==> src/rtl/binary_counter_pkg.sv <==
// Shared types and defaults for the prescaled LED down-counter.
package binary_counter_pkg;

  typedef enum logic {
    ST_RUN  = 1'b0,
    ST_DONE = 1'b1
  } state_e;

  localparam int unsigned DEF_LED_WIDTH = 8;
  localparam logic [7:0]  DEF_RELOAD    = 8'hFF;

endpackage

==> src/rtl/binary_downcounter_tick_prescaler.sv <==
// Free-running clock prescaler: strobe is high for one enabled cycle every COUNT+1 enabled cycles.
module tick_prescaler #(
  parameter int unsigned COUNT_WIDTH = 24,
  parameter int unsigned COUNT       = 12_000_000 - 1
) (
  input  logic clk,
  input  logic rst,
  input  logic en,
  input  logic clr,
  output logic strobe
);

  localparam logic [COUNT_WIDTH-1:0] TERM = COUNT_WIDTH'(COUNT);

  logic [COUNT_WIDTH-1:0] cnt_q, cnt_d;
  logic                   at_term;

  assign at_term = (cnt_q == TERM);
  assign strobe  = en && at_term;

  // clr wins over en so a load or a finished one-shot always restarts a full period
  always_comb begin
    cnt_d = cnt_q;
    if (clr) begin
      cnt_d = '0;
    end else if (en) begin
      if (at_term) begin
        cnt_d = '0;
      end else begin
        cnt_d = cnt_q + COUNT_WIDTH'(1);
      end
    end
  end

  always_ff @(posedge clk or posedge rst) begin
    if (rst) begin
      cnt_q <= '0;
    end else begin
      cnt_q <= cnt_d;
    end
  end

endmodule

==> src/rtl/binary_downcounter.sv <==
// Prescaled LED down-counter with preload and terminal-count pulse.
// Define BINARY_DOWNCOUNTER_ONESHOT_EN to stop at zero instead of wrapping to RELOAD.
module binary_downcounter
  import binary_counter_pkg::*;
#(
  parameter int unsigned            COUNT_WIDTH = 24,
  parameter int unsigned            COUNT       = 12_000_000 - 1,
  parameter int unsigned            LED_WIDTH   = DEF_LED_WIDTH,
  parameter logic [LED_WIDTH-1:0]   RELOAD      = LED_WIDTH'(DEF_RELOAD)
) (
  input  logic                 clk,
  input  logic                 rst,
  input  logic                 en,
  input  logic                 load,
  input  logic [LED_WIDTH-1:0] load_val,
  output logic [LED_WIDTH-1:0] led,
  output logic                 tick,
  output logic                 tc
);

  logic [LED_WIDTH-1:0] led_q, led_d;
  logic                 tick_q, tick_d;
  logic                 tc_q, tc_d;
  logic                 strobe;
  logic                 pre_clr;

  tick_prescaler #(
    .COUNT_WIDTH (COUNT_WIDTH),
    .COUNT       (COUNT)
  ) u_prescaler (
    .clk    (clk),
    .rst    (rst),
    .en     (en),
    .clr    (pre_clr),
    .strobe (strobe)
  );

`ifdef BINARY_DOWNCOUNTER_ONESHOT_EN
  state_e state_q, state_d;

  // Prescaler is parked at zero while finished or while sitting at zero after a load of 0
  assign pre_clr = load || (state_q == ST_DONE) || (led_q == '0);

  always_comb begin
    led_d   = led_q;
    tick_d  = 1'b0;
    tc_d    = 1'b0;
    state_d = state_q;
    if (load) begin
      led_d   = load_val;
      state_d = ST_RUN;
    end else if (state_q == ST_DONE) begin
      led_d = '0;
    end else if (led_q == '0) begin
      state_d = ST_DONE;
    end else if (strobe) begin
      tick_d = 1'b1;
      if (led_q == LED_WIDTH'(1)) begin
        led_d   = '0;
        tc_d    = 1'b1;
        state_d = ST_DONE;
      end else begin
        led_d = led_q - LED_WIDTH'(1);
      end
    end
  end

  always_ff @(posedge clk or posedge rst) begin
    if (rst) begin
      state_q <= ST_RUN;
    end else begin
      state_q <= state_d;
    end
  end
`else
  assign pre_clr = load;

  // Zero wraps to RELOAD rather than to all-ones
  always_comb begin
    led_d  = led_q;
    tick_d = 1'b0;
    tc_d   = 1'b0;
    if (load) begin
      led_d = load_val;
    end else if (strobe) begin
      tick_d = 1'b1;
      if (led_q == '0) begin
        led_d = RELOAD;
        tc_d  = 1'b1;
      end else begin
        led_d = led_q - LED_WIDTH'(1);
      end
    end
  end
`endif

  always_ff @(posedge clk or posedge rst) begin
    if (rst) begin
      led_q  <= RELOAD;
      tick_q <= 1'b0;
      tc_q   <= 1'b0;
    end else begin
      led_q  <= led_d;
      tick_q <= tick_d;
      tc_q   <= tc_d;
    end
  end

  assign led  = led_q;
  assign tick = tick_q;
  assign tc   = tc_q;

endmodule

==> config.mk <==
export PLATFORM = sky130hd
export DESIGN_NAME = binary_downcounter
export DESIGN_NICKNAME = d
export VERILOG_FILES = /design/src/rtl/binary_counter_pkg.sv /design/src/rtl/binary_downcounter_tick_prescaler.sv /design/src/rtl/binary_downcounter.sv
export SDC_FILE = /design/constraint.sdc
export NUM_CORES = 1
export LEC_CHECK = 0
export CAP_MARGIN = 10
export CORE_ASPECT_RATIO = 0.8
export CORE_MARGIN = 2
export CORE_UTILIZATION = 45
export CTS_CLUSTER_DIAMETER = 100
export DETAILED_ROUTE_END_ITERATION = 6
export GPL_TIMING_DRIVEN = 0
export PLACE_DENSITY = 0.73
export RECOVER_POWER = 25
export SKIP_CTS_REPAIR_TIMING = 1
export SKIP_LAST_GASP = 1
export SYNTH_ARGS = -nofsm -noshare
export SYNTH_HDL_FRONTEND = slang
export SYNTH_SLANG_ARGS = --single-unit
==> constraint.sdc <==
create_clock -name clk -period 2.81 [get_ports clk]
set_input_delay 0.562 -clock clk [delete_from_list [all_inputs] [get_ports clk]]
set_output_delay 0.562 -clock clk [all_outputs]
set_load 0.1 [all_outputs]
==> results of run 1 <==
## report_power, final
group | total [W] | internal (W) | switching [W]
Clock | 0.000341 | 0.000170 | 0.000171
Sequential | 0.000542 | 0.000518 | 0.0000245
Combinational | 0.000232 | 0.0000671 | 0.000165
Total | 0.00112 | 0.000755 | 0.000360
## synthesized netlist by cell type (2+ instances only)
master | n | area [sq um]
sky130_fd_sc_hd__a31oi_1 | 5 | 31.3
sky130_fd_sc_hd__ha_1 | 3 | 37.5
sky130_fd_sc_hd__and4_1 | 3 | 26.3
sky130_fd_sc_hd__dfstp_2 | 8 | 210
sky130_fd_sc_hd__xnor2_1 | 6 | 52.6
sky130_fd_sc_hd__nand4_1 | 11 | 68.8
sky130_fd_sc_hd__o2111ai_1 | 2 | 17.5
sky130_fd_sc_hd__nor4_1 | 2 | 12.5
sky130_fd_sc_hd__o31a_1 | 2 | 17.5
sky130_fd_sc_hd__and3_1 | 7 | 43.8
sky130_fd_sc_hd__nand2b_1 | 2 | 12.5
sky130_fd_sc_hd__dfrtp_1 | 26 | 651
sky130_fd_sc_hd__nand2_1 | 16 | 60.1
sky130_fd_sc_hd__nor3b_1 | 4 | 30.0
sky130_fd_sc_hd__inv_1 | 3 | 11.3
sky130_fd_sc_hd__xor2_1 | 15 | 131
sky130_fd_sc_hd__o211ai_1 | 2 | 15.0
sky130_fd_sc_hd__a21oi_1 | 4 | 20.0
sky130_fd_sc_hd__nor3_1 | 6 | 30.0
sky130_fd_sc_hd__nor2_1 | 36 | 135
sky130_fd_sc_hd__nand3_1 | 5 | 25.0
sky130_fd_sc_hd__buf_2 | 3 | 15.0
## metal layers
metal  up-vias  GRT usage, %  part of all wire (%)
li1        747             -                     -
met1       739          31.2                    52
met2        50          25.0                    39
met3         6          7.04                   6.5
met4         0          8.52                   1.7
met5         -             0                     0
## cells by family (layout without fill, tap and decap cells)
kind of cell | count (synthesis) | count (layout) | synth area share (%)
adders and majority gates | 3 | 3 | 2.05
xor gates and xnor gates | 21 | 21 | 10.0
buffers and inverters | 7 | 35 | 1.64
DFF | 34 | 34 | 47.0
AOI/OAI and AO/OA | 26 | 26 | 10.4
and+or+nand+nor | 100 | 100 | 28.3
muxes | 1 | 1 | 0.615
## worst register-to-register path, cell delays in order (launching register included)
cell                      delay, ns
sky130_fd_sc_hd__dfrtp_1       0.40
sky130_fd_sc_hd__ha_1          0.24
sky130_fd_sc_hd__and4_1        0.20
sky130_fd_sc_hd__nand4_1       0.26
sky130_fd_sc_hd__o21ai_2       0.48
sky130_fd_sc_hd__buf_2         0.31
sky130_fd_sc_hd__nor2_1        0.08
## per-stage QoR
stage / hold slack [ns] / area, sq um / total power [W] / utilization, %
detailed placement: 0.476 / 2130 / 0.000786 / 55.2
finish: 0.492 / 2180 / 0.00112 / 56.6
floorplan: 0.446 / 1830 / 0.000718 / -
CTS: 0.488 / 2200 / 0.00113 / 57.2
global placement: 0.480 / 2100 / 0.000778 / 54.5
global route: 0.536 / 2180 / 0.00116 / 56.6
## layout make-up
type	count	area share [%]
multi-input combinational	151	43.1
sequential	34	39.5
timing repair buffer	21	9.35
clock buffer	7	3.50
tap	55	3.16
buffer	3	0.688
inverter	4	0.688
## state kept, by name (all words and copies together) (netlist names)
signal	flops
tc	1
led	8
tick	1
u_prescaler.cnt_q	24
## path summary, 6_finish.rpt
path	depth (start not counted)	slack, ns	startpoint	to
setup / recovery	1	0.21	led[3]	led[3]
hold / removal	1	0.49	u_prescaler.cnt_q[23]	u_prescaler.cnt_q[23]
setup reg to reg	6	0.72	u_prescaler.cnt_q[0]	u_prescaler.cnt_q[20]
hold reg to reg	1	0.49	u_prescaler.cnt_q[23]	u_prescaler.cnt_q[23]
max in group asynchronous	3	0.72	rst	u_prescaler.cnt_q[12]
min in group asynchronous	2	0.74	rst	u_prescaler.cnt_q[18]
==> results.cfg, run 1 <==
[status]
run_status = finished clean

[power]
leakagePower_nw = 0.884
irDropWorstVdd_v = 0.000358
p_per_area_nw_per_um2 = 512

[synthesis]
synthesis.yosys.warnings = 0
synth_cell_type_count = 43
ys_ff_latch = 34
netlist_instances = 192
synth-edff-count = 0
synth.avg_cell_area_sq_um = 9.54
asyncSetResetFlopFracSynth_pct = 100
synth_area_sq_um = 1830
synth_ff_type = sky130_fd_sc_hd__dfrtp_1
synth.yosys.seq_area_share_pct = 47.0
post_syn_nets = 207

[route]
detail_route.first_pass.iterations = 4
routed-via-count = 1542
route.antenna.remaining_nets = 0
wl_per_cell_um = 15.0
vias_cell = 5.61
final_routed_wirelength_um = 4130
drc = 0
number_of_design_rule_violations_left_by_the_first_detailed_router_iteration = 125

[timing]
timing.final.crit_share_pct = 92.5
setup_ws_ns = 0.212
setup_violations = 0
timing_worst_slew_pin_value_ns = 1.07
clock-skew-final_ns = 0.00360
final_slew_viol_count = 0
maxClockFrequency_ghz = 0.385
finalSetupTns_ns = 0
rsz0062_at_grt = no
shortest_clock_period_the_worst_path_allows_after_layout_ns = 2.60
timing.max_slew.rel_slack_pct = 28.7
finalHoldViolCount = 0

[critical_path]
worstPathBufferInverterCount = 1
timing.critical_path.required_ns = 2.25
critical_path.max_fanout = 6
timing_worst_setup_path_type = flip-flop to primary output
worst_setup_path_end_kind = primary output
critical-path-top-delay-family = buffers and inverters
cp-start-kind = flip-flop
maximum_single_stage_delay_on_the_critical_path_ns = 1.15
timing.critical_path.cells = clkdlybuf4s50_1
critPathSlowestCell = sky130_fd_sc_hd__clkdlybuf4s50_1
worst_ep_arrival_time_ns = 2.04

[clock_tree]
clkLatencyLatePin_ns = 0.29
inserted_clock_buffers = 5
numClockSinks = 34
clock_tree.root_cell = sky130_fd_sc_hd__clkbuf_8
clkTransAtPathRegs_ns = 0.06
clock_tree_from_tritoncts = yes
clock_path_buffers = 2
cts_max_level = 2

[grt]
grtUsageTotal_pct = 20.2
overflow = 0
maximum_number_of_pins_on_one_net_before_global_route_repair = 21
grt_antenna_before_repair = 0
grt_first_pass_wirelength_um = 6630
via_count_of_the_first_global_routing_pass = 1324

[floorplan]
floorplan.initialDensity_pct = 47.5
die_area_sq_um = 4600
fp.dieW_um = 75.3
core_sq_um = 3850
placement_rows = 20
io_pins = 22
floorplan.die.height_um = 61.1

[finish]
final_cells = 275
area_of_the_multi_input_gates_sq_um = 941
nets = 235
antenna_cells_inserted = 0
layout_commonest_cell = sky130_fd_sc_hd__nor2_1
area_growth_syn_to_layout_pct = 19.1
final_layout_size_suffix_gt1_share_pct = 10.9
most-common-layout-cells = sky130_fd_sc_hd__nor2_1 (36), sky130_fd_sc_hd__dfrtp_1 (26), sky130_fd_sc_hd__clkdlybuf4s50_1 (19)
ff_latch_area_sq_um = 861
final.fill_count = 358

[placement]
hpwl_um = 3010
finalWeightedCongestion = 0.921
numPortBuffers = 20
dpl_worst_slack_ns = 0.280
post-place-cells = 268

[hold_path]
min-delay-path-class = flip-flop to flip-flop

[run]
drv_cap = 0
Power figures use the tool's default switching activity.
==> run 2: changes to the inputs <==
--- a/config.mk
+++ b/config.mk
@@ -6,13 +6,15 @@
 export NUM_CORES = 1
 export LEC_CHECK = 0
 export CAP_MARGIN = 10
+export CELL_PAD_IN_SITES_DETAIL_PLACEMENT = 2
+export CELL_PAD_IN_SITES_GLOBAL_PLACEMENT = 2
 export CORE_ASPECT_RATIO = 0.8
 export CORE_MARGIN = 2
-export CORE_UTILIZATION = 45
+export CORE_UTILIZATION = 37
 export CTS_CLUSTER_DIAMETER = 100
 export DETAILED_ROUTE_END_ITERATION = 6
 export GPL_TIMING_DRIVEN = 0
-export PLACE_DENSITY = 0.73
+export PLACE_DENSITY = 0.89
 export RECOVER_POWER = 25
 export SKIP_CTS_REPAIR_TIMING = 1
 export SKIP_LAST_GASP = 1
==> run 2 against run 1 <==
  * Global-route usage grew 3.3 points
  * Routed wire length up 38%
  * Via count grew 2.8%
  * Critical path type unchanged
  * Final cell count rose by 1.8%
  * Largest cell class unchanged
  * First-iteration DRC count is 49% lower
  * Highest routed layer unchanged
==> results.cfg, run 2 (synthesis gave the netlist of run 1 again) <==
[timing]
timing.max_slew.rel_slack_pct = 33.4
setup_ws_ns = 0.175
clock-skew-final_ns = 0.00887
timing.final.crit_share_pct = 93.8
whs_ns = 0.540
timing_worst_slew_pin_value_ns = 0.996
finalSetupTns_ns = 0
finalHoldViolCount = 0
final_slew_viol_count = 0
maxClockFrequency_ghz = 0.379
setup_violations = 0
shortest_clock_period_the_worst_path_allows_after_layout_ns = 2.64
rsz0062_at_grt = no

[finish]
final_layout_size_suffix_gt1_share_pct = 10.9
nets = 235
largest_register_ffs = 24
layout_commonest_cell = sky130_fd_sc_hd__nor2_1
area_growth_syn_to_layout_pct = 19.4
most-common-layout-cells = sky130_fd_sc_hd__nor2_1 (36), sky130_fd_sc_hd__dfrtp_1 (26), sky130_fd_sc_hd__clkdlybuf4s50_1 (19)
antenna_cells_inserted = 0
design_area_sq_um = 2190
regMostFlops = u_prescaler.cnt_q
final.fill_count = 524
final_core_utilization_pct = 46.7

[placement]
dpl_worst_slack_ns = 0.184
hpwl_um = 4140
finalWeightedCongestion = 0.835
numPortBuffers = 20
placed_area_sq_um = 2130

[floorplan]
placement_rows = 22
fp.dieW_um = 82.7
floorplan.initialDensity_pct = 39.1
core_sq_um = 4680
floorplan.die.height_um = 66.9
io_pins = 22
die_area_sq_um = 5530

[clock_tree]
clkTransAtPathRegs_ns = 0.07
clkLatencyLatePin_ns = 0.29
cts_max_level = 2
numClockSinks = 34
inserted_clock_buffers = 5
clock_tree.root_cell = sky130_fd_sc_hd__clkbuf_8
clock_tree_from_tritoncts = yes
clock_path_buffers = 2

[power]
leakagePower_nw = 0.884
p_per_area_nw_per_um2 = 518
irDropWorstVdd_v = 0.000275

[route]
vias_cell = 5.66
wl_per_cell_um = 20.3
final_routed_wirelength_um = 5690
detail_route.first_pass.iterations = 4
drc = 0
route.antenna.remaining_nets = 0
number_of_design_rule_violations_left_by_the_first_detailed_router_iteration = 64
routed-via-count = 1585

[critical_path]
timing.critical_path.cells = clkdlybuf4s50_1
critPathSlowestCell = sky130_fd_sc_hd__clkdlybuf4s50_1
worst_setup_path_end_kind = primary output
worstPathBufferInverterCount = 1
regToRegSetupSlack_ns = 0.56
critical_path.max_fanout = 6
worst_ep_arrival_time_ns = 2.07
cp-start-kind = flip-flop
maximum_single_stage_delay_on_the_critical_path_ns = 1.17
timing_worst_setup_path_type = flip-flop to primary output
critical-path-top-delay-family = buffers and inverters
timing.critical_path.required_ns = 2.25

[grt]
via_count_of_the_first_global_routing_pass = 1756
grt_first_pass_wirelength_um = 9360
grtUsageTotal_pct = 23.5
overflow = 0
grt_antenna_before_repair = 0
maximum_number_of_pins_on_one_net_before_global_route_repair = 19

[run]
drv_cap = 0

[hold_path]
min-delay-path-class = flip-flop to flip-flop

[status]
run_status = finished clean
[run 2: cell counts in the layout (fill, tap and decap cells not counted)]
Identical to the previous run, type by type.
[run 2: layout make-up]
class                   count  area [sq um]  area share [%]
plain buffers               3          15.0           0.686
clock buffers               7          76.3            3.49
inverters                   4          15.0           0.686
multi-input cells         151           941            43.0
flip-flops and latches     34           861            39.4
well taps                  60          75.1            3.43
repair buffers             21           204            9.32
[run 2: per-layer routing]
metal	up-vias	share of wire, %	GRT usage, %	wire length [um]
li1	745	-	-	-
met1	796	47	31.9	2680
met2	30	47	36.7	2700
met3	14	3.4	4.88	193
met4	0	2.0	8.81	116
met5	-	0	0	0
[run 2: path summary, 6_finish.rpt]
| check | depth (start not counted) | startpoint | end |
|---|---|---|---|
| max | 1 | led[2] | led[2] |
| min | 1 | u_prescaler.cnt_q[23] | u_prescaler.cnt_q[23] |
| max reg2reg | 6 | u_prescaler.cnt_q[0] | u_prescaler.cnt_q[13] |
| min reg2reg | 1 | u_prescaler.cnt_q[23] | u_prescaler.cnt_q[23] |
| max in group asynchronous | 3 | rst | tick |
| min in group asynchronous | 2 | rst | u_prescaler.cnt_q[17] |
[run 2: power breakdown]
group          switching (W)  internal [W]  leakage (nW)  total (W)
Combinational       0.000175     0.0000677         0.400   0.000243
Sequential         0.0000263      0.000518         0.446   0.000544
Clock               0.000176      0.000171        0.0383   0.000346
Total               0.000377      0.000756         0.884    0.00113
[run 2: stage by stage]
stage / std cells / power (W)
floorplan: 192 / 0.000718
global placement: 272 / 0.000779
detailed placement: 273 / 0.000797
CTS: 280 / 0.00115
global route: 280 / 0.00118
finish: 280 / 0.00113
==> run 3: changes to the inputs <==
--- a/config.mk
+++ b/config.mk
@@ -10,11 +10,11 @@
 export CELL_PAD_IN_SITES_GLOBAL_PLACEMENT = 2
 export CORE_ASPECT_RATIO = 0.8
 export CORE_MARGIN = 2
-export CORE_UTILIZATION = 37
+export CORE_UTILIZATION = 26
 export CTS_CLUSTER_DIAMETER = 100
 export DETAILED_ROUTE_END_ITERATION = 6
-export GPL_TIMING_DRIVEN = 0
-export PLACE_DENSITY = 0.89
+export GPL_TIMING_DRIVEN = 1
+export PLACE_DENSITY = 0.68
 export RECOVER_POWER = 25
 export SKIP_CTS_REPAIR_TIMING = 1
 export SKIP_LAST_GASP = 1
==> constraint.sdc (replaced) <==
create_clock -name clk -period 2.85 [get_ports clk]
set_input_delay 0.57 -clock clk [delete_from_list [all_inputs] [get_ports clk]]
set_output_delay 0.57 -clock clk [all_outputs]
set_load 0.1 [all_outputs]
==> run 3 against run 2 <==
  * Clock-buffer cell count down 1
  * Non-clock buffer count increased by 3
  * Combinational power down 6%
  * Critical endpoint is now u_prescaler.cnt_q[15]
  * Final cell count increased by 11%
  * Hold slack worse by 0.020 ns
  * Clock power rose by 62%
  * Register-to-register slack better by 0.13 ns
  * Core utilization fell by 13 points
  * Sequential power shrank 2%
  * Design area grew 5.1%
  * Power grew 17%
==> results.cfg, run 3 (synthesis gave the netlist of run 1 again) <==
[status]
run_status = finished clean

[power]
p_per_area_nw_per_um2 = 575
irDropWorstVdd_v = 0.000272
leakagePower_nw = 0.950

[grt]
grtUsageTotal_pct = 14.6
grt_antenna_before_repair = 0
maximum_number_of_pins_on_one_net_before_global_route_repair = 35
overflow = 0
via_count_of_the_first_global_routing_pass = 1607
grt_first_pass_wirelength_um = 8930

[placement]
post-place-cells = 303
numPortBuffers = 21
dpl_worst_slack_ns = 0.275
finalWeightedCongestion = 0.748
hpwl_um = 3930

[critical_path]
worstReg2RegEnd = tc
reg2reg_from = u_prescaler.cnt_q[0]
timing.critical_path.required_ns = 3.02
critical_path.max_fanout = 7
worst_ep_arrival_time_ns = 2.38
regToRegSetupSlack_ns = 0.69
cp-start-kind = primary input
timing_worst_setup_path_type = primary input to flip-flop
reg2reg_depth = 6
worst_setup_path_end_kind = flip-flop

[finish]
final_cells = 311
most-common-layout-cells = sky130_fd_sc_hd__nor2_1 (36), sky130_fd_sc_hd__dfrtp_1 (26), sky130_fd_sc_hd__nand2_1 (16), sky130_fd_sc_hd__buf_4 (16), sky130_fd_sc_hd__xor2_1 (15)
layout_commonest_cell = sky130_fd_sc_hd__nor2_1
nets = 238
regMostFlops = u_prescaler.cnt_q
final_core_utilization_pct = 33.5
antenna_cells_inserted = 0
ff_latch_area_sq_um = 861
area_growth_syn_to_layout_pct = 25.5
final.fill_count = 778
area_of_the_multi_input_gates_sq_um = 941
largest_register_ffs = 24
final_layout_size_suffix_gt1_share_pct = 17.9

[timing]
maxClockFrequency_ghz = 0.455
rsz0062_at_grt = no
shortest_clock_period_the_worst_path_allows_after_layout_ns = 2.20
finalSetupTns_ns = 0
setup_ws_ns = 0.650
timing.final.crit_share_pct = 77.2
setup_violations = 0
timing_worst_slew_pin_value_ns = 0.692
clock-skew-final_ns = 0.00757
final_slew_viol_count = 0
finalHoldViolCount = 0
timing.max_slew.rel_slack_pct = 53.8

[clock_tree]
clkLatencyLatePin_ns = 0.28
cts_max_level = 2
inserted_clock_buffers = 5
clock_path_buffers = 2
clock_tree_from_tritoncts = yes
clkTransAtPathRegs_ns = 0.08
numClockSinks = 34
clock_tree.root_cell = sky130_fd_sc_hd__clkbuf_8

[floorplan]
io_pins = 22
core_sq_um = 6860
placement_rows = 27
fp.dieW_um = 97.8
floorplan.die.height_um = 79.1
die_area_sq_um = 7740
floorplan.initialDensity_pct = 26.7

[route]
drc = 0
detail_route.first_pass.iterations = 4
vias_cell = 4.95
route.antenna.remaining_nets = 0
routed-via-count = 1539
wl_per_cell_um = 16.8
final_routed_wirelength_um = 5210
number_of_design_rule_violations_left_by_the_first_detailed_router_iteration = 54

[hold_path]
whs_path_depth = 1
hold_path_end = u_prescaler.cnt_q[23]
holdCritStartpoint = u_prescaler.cnt_q[23]
min-delay-path-class = flip-flop to flip-flop

[run]
drv_cap = 0
[run 3: changes by cell type in the layout (fill, tap and decap cells not counted), sizes merged]
cell	before	now
clkdlybuf4s50	19	10
clkbuf	8	6
bufinv	0	2
buf	3	16
[run 3: through the flow]
stage	instance area (sq um)	hold slack [ns]	total power, W
global placement	2160	0.515	0.000772
CTS	2300	0.519	0.00134
floorplan	1830	0.446	0.000708
finish	2300	0.520	0.00132
detailed placement	2160	0.506	0.000775
global route	2300	0.548	0.00138
[run 3: final cells by class]
class | count | area share, %
multi-input cells | 151 | 40.9
flip-flops and latches | 34 | 37.5
repair buffers | 27 | 10.0
well taps | 87 | 4.74
clock buffers | 6 | 3.59
clock inverters | 2 | 2.61
inverters | 4 | 0.653
[run 3: power by group]
part | total (W) | switching, W | leakage, nW | internal, W
Sequential | 0.000534 | 0.0000243 | 0.446 | 0.000510
Combinational | 0.000229 | 0.000165 | 0.433 | 0.0000640
Clock | 0.000559 | 0.000185 | 0.0714 | 0.000373
Total | 0.00132 | 0.000375 | 0.950 | 0.000947
[run 3: worst max-delay path by stage]
| stage | start | to | cells past startpoint |
|---|---|---|---|
| after CTS | load | u_prescaler.cnt_q[15] | 6 |
| final | load | u_prescaler.cnt_q[15] | 6 |
| after floorplan | led[3] | led[5] | 5 |
| after detailed placement | load | u_prescaler.cnt_q[15] | 6 |
| after global placement | load | u_prescaler.cnt_q[15] | 6 |
| after global routing | load | u_prescaler.cnt_q[15] | 6 |
[run 3: critical path: stages]
cell and delay (ns):
sky130_fd_sc_hd__clkdlybuf4s50_1 0.61, sky130_fd_sc_hd__o2111ai_1 0.30, sky130_fd_sc_hd__nor4_1 0.51, sky130_fd_sc_hd__nand3_1 0.16
sky130_fd_sc_hd__xor2_1 0.16, sky130_fd_sc_hd__nor2_1 0.05
[run 3: routing by layer]
metal | vias up | global-route usage, % | share of wire, %
li1 | 757 | - | -
met1 | 769 | 22.2 | 55
met2 | 11 | 21.5 | 43
met3 | 2 | 2.90 | 1.4
met4 | 0 | 2.92 | 0.56
met5 | - | 0 | 0
